<file path="config.mk">
export PLATFORM = sky130hd
export DESIGN_NAME = forward_hazard_ctrl
export DESIGN_NICKNAME = d
export VERILOG_FILES = /design/src/rtl/forward_hazard_ctrl.sv
export SDC_FILE = /design/constraint.sdc
export NUM_CORES = 1
export LEC_CHECK = 0
export BUFFER_PORTS_ARGS = -buffer_cell sky130_fd_sc_hd__buf_2
export CAP_MARGIN = 10
export CORE_AREA = 3 3 104 106
export DETAILED_ROUTE_END_ITERATION = 8
export DIE_AREA = 0 0 107 109
export MAX_ROUTING_LAYER = met4
export PLACE_DENSITY_LB_ADDON = 0.08
export SYNTH_ARGS = -nofsm -noshare
export SYNTH_HDL_FRONTEND = slang
export SYNTH_SLANG_ARGS = --single-unit
</file>
<file path="constraint.sdc">
create_clock -name clk -period 3.9 [get_ports clk]
set_input_delay 0.195 -clock clk [delete_from_list [all_inputs] [get_ports clk]]
set_output_delay 0.195 -clock clk [all_outputs]
set_load 0.02 [all_outputs]
</file>
<file path="src/rtl/forward_hazard_ctrl.sv">
`default_nettype none
// ============================================================================
// Module      : forward_hazard_ctrl
// Description : EX-stage operand forwarding selects, load-use stall and
//               taken-branch flush control for the five-stage MIPS pipeline.
// Revision    : 1.0 - initial release
// ============================================================================
module forward_hazard_ctrl #(
    parameter int REG_AW = 5,
    parameter int CNT_W  = 16
) (
    input  logic              clk,
    input  logic              rst,
    input  logic [REG_AW-1:0] idRs,
    input  logic [REG_AW-1:0] idRt,
    input  logic              idUsesRs,
    input  logic              idUsesRt,
    input  logic [REG_AW-1:0] idRd,
    input  logic              idRegWrite,
    input  logic              idMemRead,
    input  logic              exBranchTaken,
    output logic [1:0]        fwdASel,
    output logic [1:0]        fwdBSel,
    output logic              pcWrite,
    output logic              ifIdWrite,
    output logic              ifIdFlush,
    output logic              idExFlush,
    output logic [CNT_W-1:0]  stallCnt,
    output logic [CNT_W-1:0]  flushCnt
);

    localparam logic [1:0]        c_SEL_IDEX  = 2'b00;
    localparam logic [1:0]        c_SEL_EXMEM = 2'b01;
    localparam logic [1:0]        c_SEL_MEMWB = 2'b10;
    localparam logic [REG_AW-1:0] c_REG_ZERO  = '0;
    localparam logic [CNT_W-1:0]  c_CNT_ONE   = CNT_W'(1);

    // Shadow copy of the destination/source information held in the pipeline
    logic [REG_AW-1:0] r_idex_rs;
    logic [REG_AW-1:0] r_idex_rt;
    logic              r_idex_uses_rs;
    logic              r_idex_uses_rt;
    logic [REG_AW-1:0] r_idex_rd;
    logic              r_idex_reg_write;
    logic              r_idex_mem_read;
    logic [REG_AW-1:0] r_exmem_rd;
    logic              r_exmem_reg_write;
    logic [REG_AW-1:0] r_memwb_rd;
    logic              r_memwb_reg_write;

    logic [CNT_W-1:0]  r_stall_cnt;
    logic [CNT_W-1:0]  r_flush_cnt;

    logic              w_load_use;
    logic              w_stall;
    logic              w_bubble;
    logic              w_exmem_live;
    logic              w_memwb_live;

    assign w_exmem_live = r_exmem_reg_write && (r_exmem_rd != c_REG_ZERO);
    assign w_memwb_live = r_memwb_reg_write && (r_memwb_rd != c_REG_ZERO);

    // EX/MEM holds the younger result, so it wins over MEM/WB
    function automatic logic [1:0] fwd_sel(
        input logic [REG_AW-1:0] src,
        input logic              uses
    );
        logic [1:0] sel;
        sel = c_SEL_IDEX;
        if (uses) begin
            if (w_exmem_live && (r_exmem_rd == src))
                sel = c_SEL_EXMEM;
            else if (w_memwb_live && (r_memwb_rd == src))
                sel = c_SEL_MEMWB;
        end
        return sel;
    endfunction

    assign w_load_use = r_idex_mem_read && (r_idex_rd != c_REG_ZERO) &&
                        ((idUsesRs && (r_idex_rd == idRs)) ||
                         (idUsesRt && (r_idex_rd == idRt)));
    assign w_stall    = w_load_use && !exBranchTaken;
    assign w_bubble   = w_load_use || exBranchTaken;

    always_comb begin
        fwdASel   = fwd_sel(r_idex_rs, r_idex_uses_rs);
        fwdBSel   = fwd_sel(r_idex_rt, r_idex_uses_rt);
        pcWrite   = 1'b1;
        ifIdWrite = 1'b1;
        ifIdFlush = 1'b0;
        idExFlush = 1'b0;
        // Reset forces the free-running defaults regardless of a pending branch
        if (!rst) begin
            if (exBranchTaken) begin
                ifIdFlush = 1'b1;
                idExFlush = 1'b1;
            end else if (w_load_use) begin
                pcWrite   = 1'b0;
                ifIdWrite = 1'b0;
                idExFlush = 1'b1;
            end
        end
    end

    always_ff @(posedge clk or posedge rst) begin
        if (rst) begin
            r_idex_rs         <= c_REG_ZERO;
            r_idex_rt         <= c_REG_ZERO;
            r_idex_uses_rs    <= 1'b0;
            r_idex_uses_rt    <= 1'b0;
            r_idex_rd         <= c_REG_ZERO;
            r_idex_reg_write  <= 1'b0;
            r_idex_mem_read   <= 1'b0;
            r_exmem_rd        <= c_REG_ZERO;
            r_exmem_reg_write <= 1'b0;
            r_memwb_rd        <= c_REG_ZERO;
            r_memwb_reg_write <= 1'b0;
        end else begin
            r_memwb_rd        <= r_exmem_rd;
            r_memwb_reg_write <= r_exmem_reg_write;
            r_exmem_rd        <= r_idex_rd;
            r_exmem_reg_write <= r_idex_reg_write;
            if (w_bubble) begin
                r_idex_rs        <= c_REG_ZERO;
                r_idex_rt        <= c_REG_ZERO;
                r_idex_uses_rs   <= 1'b0;
                r_idex_uses_rt   <= 1'b0;
                r_idex_rd        <= c_REG_ZERO;
                r_idex_reg_write <= 1'b0;
                r_idex_mem_read  <= 1'b0;
            end else begin
                r_idex_rs        <= idRs;
                r_idex_rt        <= idRt;
                r_idex_uses_rs   <= idUsesRs;
                r_idex_uses_rt   <= idUsesRt;
                r_idex_rd        <= idRd;
                r_idex_reg_write <= idRegWrite;
                r_idex_mem_read  <= idMemRead;
            end
        end
    end

    always_ff @(posedge clk or posedge rst) begin
        if (rst) begin
            r_stall_cnt <= '0;
            r_flush_cnt <= '0;
        end else begin
            if (w_stall)
                r_stall_cnt <= r_stall_cnt + c_CNT_ONE;
            if (exBranchTaken)
                r_flush_cnt <= r_flush_cnt + c_CNT_ONE;
        end
    end

    assign stallCnt = r_stall_cnt;
    assign flushCnt = r_flush_cnt;

endmodule
`default_nettype wire

</file>
=== After elaboration in Yosys (flattened, before gate mapping) ===
Cells that the tools add are included.

* Word-level logic and storage cells: 59
* Register bits: 63
* Bits of input ports: 22
* Output and inout bits: 40

* Muxes and demuxes: 21
* Reduce and logical (&&, ||, !) cells: 17
* Add/sub/neg operators: 2
* Equality and inequality tests: 6

{| class="wikitable"
|+ Operator list
! kind !! number
|-
| 16-bit by 1-bit adder with 16-bit output, second input constant || 2
|-
| 5-bit equality test || 6
|-
| 5-bit 2-to-1 mux || 3
|-
| 5-bit nonzero test || 3
|-
| 1-bit 2-to-1 mux || 12
|-
| 2-bit 2-to-1 mux || 6
|-
| 1-bit logical AND || 11
|-
| 1-bit logical OR || 2
|-
| 1-bit zero test || 1
|}

=== Depth between registers and ports, before layout ===
* Depth in word-level cells: 7
* Depth in mapped cells: 6
* Depth with buffers taken out: 5

=== Least setup slack after synthesis ===
Ideal clock, no wire load.

* Path kind: input to output
* Start: input rst
* End: output pcWrite
* Setup slack: 1.263 ns
* Path buffers: 1
* Stages: 3
* Arrival time: 2.442 ns
* Required time: 3.705 ns
* Cell sequence: inv_1 nand3_1 buf_4

* Longest elaborated chain between the ends: 1

{| class="wikitable"
|+ Ends and longest elaborated chain
! element !! RTL line !! RTL
|-
| from (decl) || 13 || <nowiki>input logic rst,</nowiki>
|-
| 1-bit 2-to-1 mux || -- ||
|-
| to (decl) || 24 || <nowiki>output logic pcWrite,</nowiki>
|}

Every way passes these cells.

=== Worst setup path after layout ===
* Start: register r_idex_rd[1]
* End: output idExFlush

* Longest elaborated chain between the ends: 7
* Elaborated cells between the ends (all ways): 11
* Classes of those cells: 2 x eq/ne; 3 x mux; 6 x reduce/logical

{| class="wikitable"
|+ Ends and longest elaborated chain
! element !! RTL line !! RTL
|-
| from (decl) || 43 || <nowiki>logic [REG_AW-1:0] r_idex_rd;</nowiki>
|-
| from (signal assigned) || 111 || <nowiki>r_idex_rd <= c_REG_ZERO;</nowiki>
|-
| from (signal assigned) || 128 || <nowiki>r_idex_rd <= c_REG_ZERO;</nowiki>
|-
| from (signal assigned) || 136 || <nowiki>r_idex_rd <= idRd;</nowiki>
|-
| 5-bit equality test, on equally long branches || 80, 81 ||
|-
| 1-bit logical AND, on equally long branches || 80, 81 ||
|-
| 1-bit logical OR || 80 || <nowiki>((idUsesRs && (r_idex_rd == idRs)) ||</nowiki>
|-
| 1-bit logical AND * || 79 || <nowiki>assign w_load_use = r_idex_mem_read && (r_idex_rd != c_REG_ZERO) &&</nowiki>
|-
| 1-bit 2-to-1 mux * || 97 || <nowiki>end else if (w_load_use) begin</nowiki>
|-
| 1-bit 2-to-1 mux * || 94 || <nowiki>if (exBranchTaken) begin</nowiki>
|-
| 1-bit 2-to-1 mux * || 93 || <nowiki>if (!rst) begin</nowiki>
|-
| to (decl) || 27 || <nowiki>output logic idExFlush,</nowiki>
|}

Mark *: on every way between the ends. The rest lies on a longest branch, timed or not.

==> qor.csv <==
metric,value,unit
Final Setup Violations,0,
Fmax,415,MHz
synth unique cells,30,
nets@finish,324,
top-count cell post-synth,dfrtp_1,
Filler Cell Count,989,
Core ar.,0.00986,sq mm
most area-consuming cells after synthesis,"dfrtp_1 57%, xnor2_1 13%, xor2_1 5.7%",
Fin Setup TNS,0,ns
Startpoint Class,register,
"Warnings, synthesis",0,
global-route wire length before repair,10.1,mm
antenna violations before repair,0,
DRC,0,
status,completed,
GPL Wtd Cong,0.765,
Tcrit/Tclk final,61.8,%
Max IR drop VDD,169,uV
number of enable flip-flop cells after synthesis,0,
vias in the first global route,1916,
later-pin clock latency in the skew report,0.33,ns
via/cell ratio,4.23,
Detailed Routing Iterations Pass 1,4,
WL/cell,13.7,um
Synth Area in Simple Gates,18.7,%
1st-iter DRT viols,57,
Leakage Power,1.67,nW
clk root buf,clkbuf_8,
RSZ-0062 raised after global routing,false,
Synth Instances,234,
sw frac,28.3,%
synth cell count leaders,"63 x dfrtp_1, 42 x xnor2_1, 21 x and2_1",
Worst Tran Pin Value,0.800,ns
RR Startpoint,r_idex_rd[1],
Post-CTS Setup Repair Bufs,0,
path depth of the worst reg2reg path,5,
die area,0.0117,sq mm
mux cell area share after synthesis,0.942,%
"FF+latch count, synth",63,
Clock power frac,35.7,%
"Avg Cell Area, Syn",11.9,sq um
largest area contributor in the netlist,dfrtp_1,
port bufs,61,
total power,0.00156,W
combinational family with the most area after synthesis,XOR/XNOR gates,
TritonCTS clock tree,done,
CTS max path bufs,2,
CP Capture Point,idExFlush,
number of inserted diodes,0,
dpl hpwl,4.50,mm
clock period minus final worst setup slack,2.41,ns
clk_skew,0.00445,ns
area delta synth->final,22.4,%
routed via count,1854,
largest net degree at the start of global routing,64,
pwr dens,457,mW/mm^2
area occupied by multi-input gates,0.00115,sq mm
post-cts repair resize count,0,
part of the power in registers,49.4,%
post-synthesis adder-cell area fraction,0.897,%
sequential area share after synthesis,56.5,%
Setup crit start,r_idex_rd[1],
die span in y,109,um
reg2reg end,stallCnt[14],
Crit. End Element,output pin,
R2R Setup Slk,1.91,ns
post-synth top area share,56.5,%
cell internal pwr,0.00112,W
Tot GR Track Use,11.7,%
DRT antenna net count,0,
post-synthesis compound-gate area fraction,2.02,%
Ports,62,
layout cell share with drive strength beyond 1,27.5,%
Max Cap Viol,0,
Comb pwr share,14.9,%
clock buffer count from CTS,9,
CP arrival,2.21,ns
clock-pin slew on the worst setup and hold paths,0.07,ns
Post-Route WL,6.02,mm
sequential cell area,0.00158,sq mm
Synth async-reset ratio,100,%
Switch Pwr,0.000441,W
Rel. slew slack,46.6,%
Post-synth top flop,dfrtp_1,
Slew Limit Fails,0,
Post-Synth XOR/XNOR Area,18.8,%
Synth Cell Area,0.00279,sq mm
clock sinks,63,
Hold Fails Final Rpt,0,
WP data required,3.70,ns
critical path class,register to output pin,
row count,36,
grt total ovfl,0,
H-tree depth,3,
syn nets,258,
chip width,107,um
crit-path max FO,20,
Hold Crit Class,input port to register,
Initial Utilization,28.3,%
CTS hold repair buffers,0,
## worst min path at each step
| stage | start | endpoint | slack [ns] | cells after the start |
|---|---|---|---|---|
| global route | idRd[1] | r_idex_rd[1] | 0.05 | 2 |
| floorplan | idMemRead | r_idex_mem_read | 0.32 | 1 |
| detailed placement | r_idex_reg_write | r_exmem_reg_write | 0.34 | 0 |
| finish | idMemRead | r_idex_mem_read | 0.07 | 2 |
| global placement | r_idex_reg_write | r_exmem_reg_write | 0.34 | 0 |
| CTS | idMemRead | r_idex_mem_read | 0.05 | 2 |
## state kept, by name (all words and copies together) (netlist names), 5 cells and up
register	count
flushCnt	16
r_exmem_rd	5
r_idex_rd	5
r_idex_rs	5
r_idex_rt	5
r_memwb_rd	5
stallCnt	16
## through the flow
stage | instance area [sq um] | setup WS (ns) | hold WS, ns | utilization [%] | instances
after detailed placement | 3220 | 1.82 | 0.340 | 32.7 | 422
final | 3410 | 1.49 | 0.0691 | 34.6 | 438
after global routing | 3410 | 1.24 | 0.0506 | 34.6 | 438
after CTS | 3410 | 1.42 | 0.0482 | 34.6 | 438
after global placement | 3220 | 1.90 | 0.335 | 32.7 | 422
after floorplan | 2790 | 1.26 | 0.324 | - | 234
## power groups by stage
stage	Clock (W)	Combinational, W	Sequential [W]
2_1_floorplan	0	0.000115	0.000817
3_3_place_gp	0	0.000238	0.000784
3_5_place_dp	0	0.000239	0.000784
4_1_cts	0.000575	0.000240	0.000771
5_1_grt	0.000611	0.000260	0.000780
6_report	0.000556	0.000233	0.000770
## kinds of logic after synthesis
| group | count (synthesis) |
|---|---|
| adder cells (fa/ha/maj) | 2 |
| AO/OA/AOI/OAI | 6 |
| multiplexers | 2 |
| flip-flops | 63 |
| XOR/XNOR | 60 |
| buffers and inverters | 11 |
| AND/OR/NAND/NOR | 90 |
## worst max-delay path: stages, from the launching register on
cell,delay [ns]
dfrtp_1,0.44
xnor2_1,0.20
nand4_1,0.18
o22ai_4,0.44
a21oi_2,0.31
nor2_1,0.14
buf_2,0.17
## layout make-up
type                    instances  share of cell area [%]
well taps                     133                    4.87
multi-input cells             160                    33.8
inverters                       4                   0.440
flip-flops and latches         63                    46.2
repair buffers                 62                    9.16
clock inverters                 4                    1.32
clock buffers                  12                    4.25
## cell usage in the layout, fill, tap and decap left out, types with 2 or more instances in the layout
cell type / count
ha_1: 2
or4_1: 2
dfrtp_1: 63
and2_1: 21
and3_1: 10
nor3_1: 2
clkbuf_1: 2
inv_1: 3
clkbuf_8: 10
xor2_1: 18
xnor2_1: 42
nand3_1: 15
nor4_1: 5
nor2_1: 6
clkinv_2: 3
and4_1: 3
o21ai_0: 2
nand2_1: 9
nand4_1: 12
buf_2: 61
## metal layers
| layer | GRT usage [%] | wire, um | share of wire (%) |
|---|---|---|---|
| met1 | 16.5 | 3110 | 52 |
| met2 | 15.9 | 2500 | 41 |
| met3 | 3.37 | 309 | 5.1 |
| met4 | 4.66 | 107 | 1.8 |
| met5 | - | 0 | 0 |
Note: power is estimated with default switching activity, not from simulation.
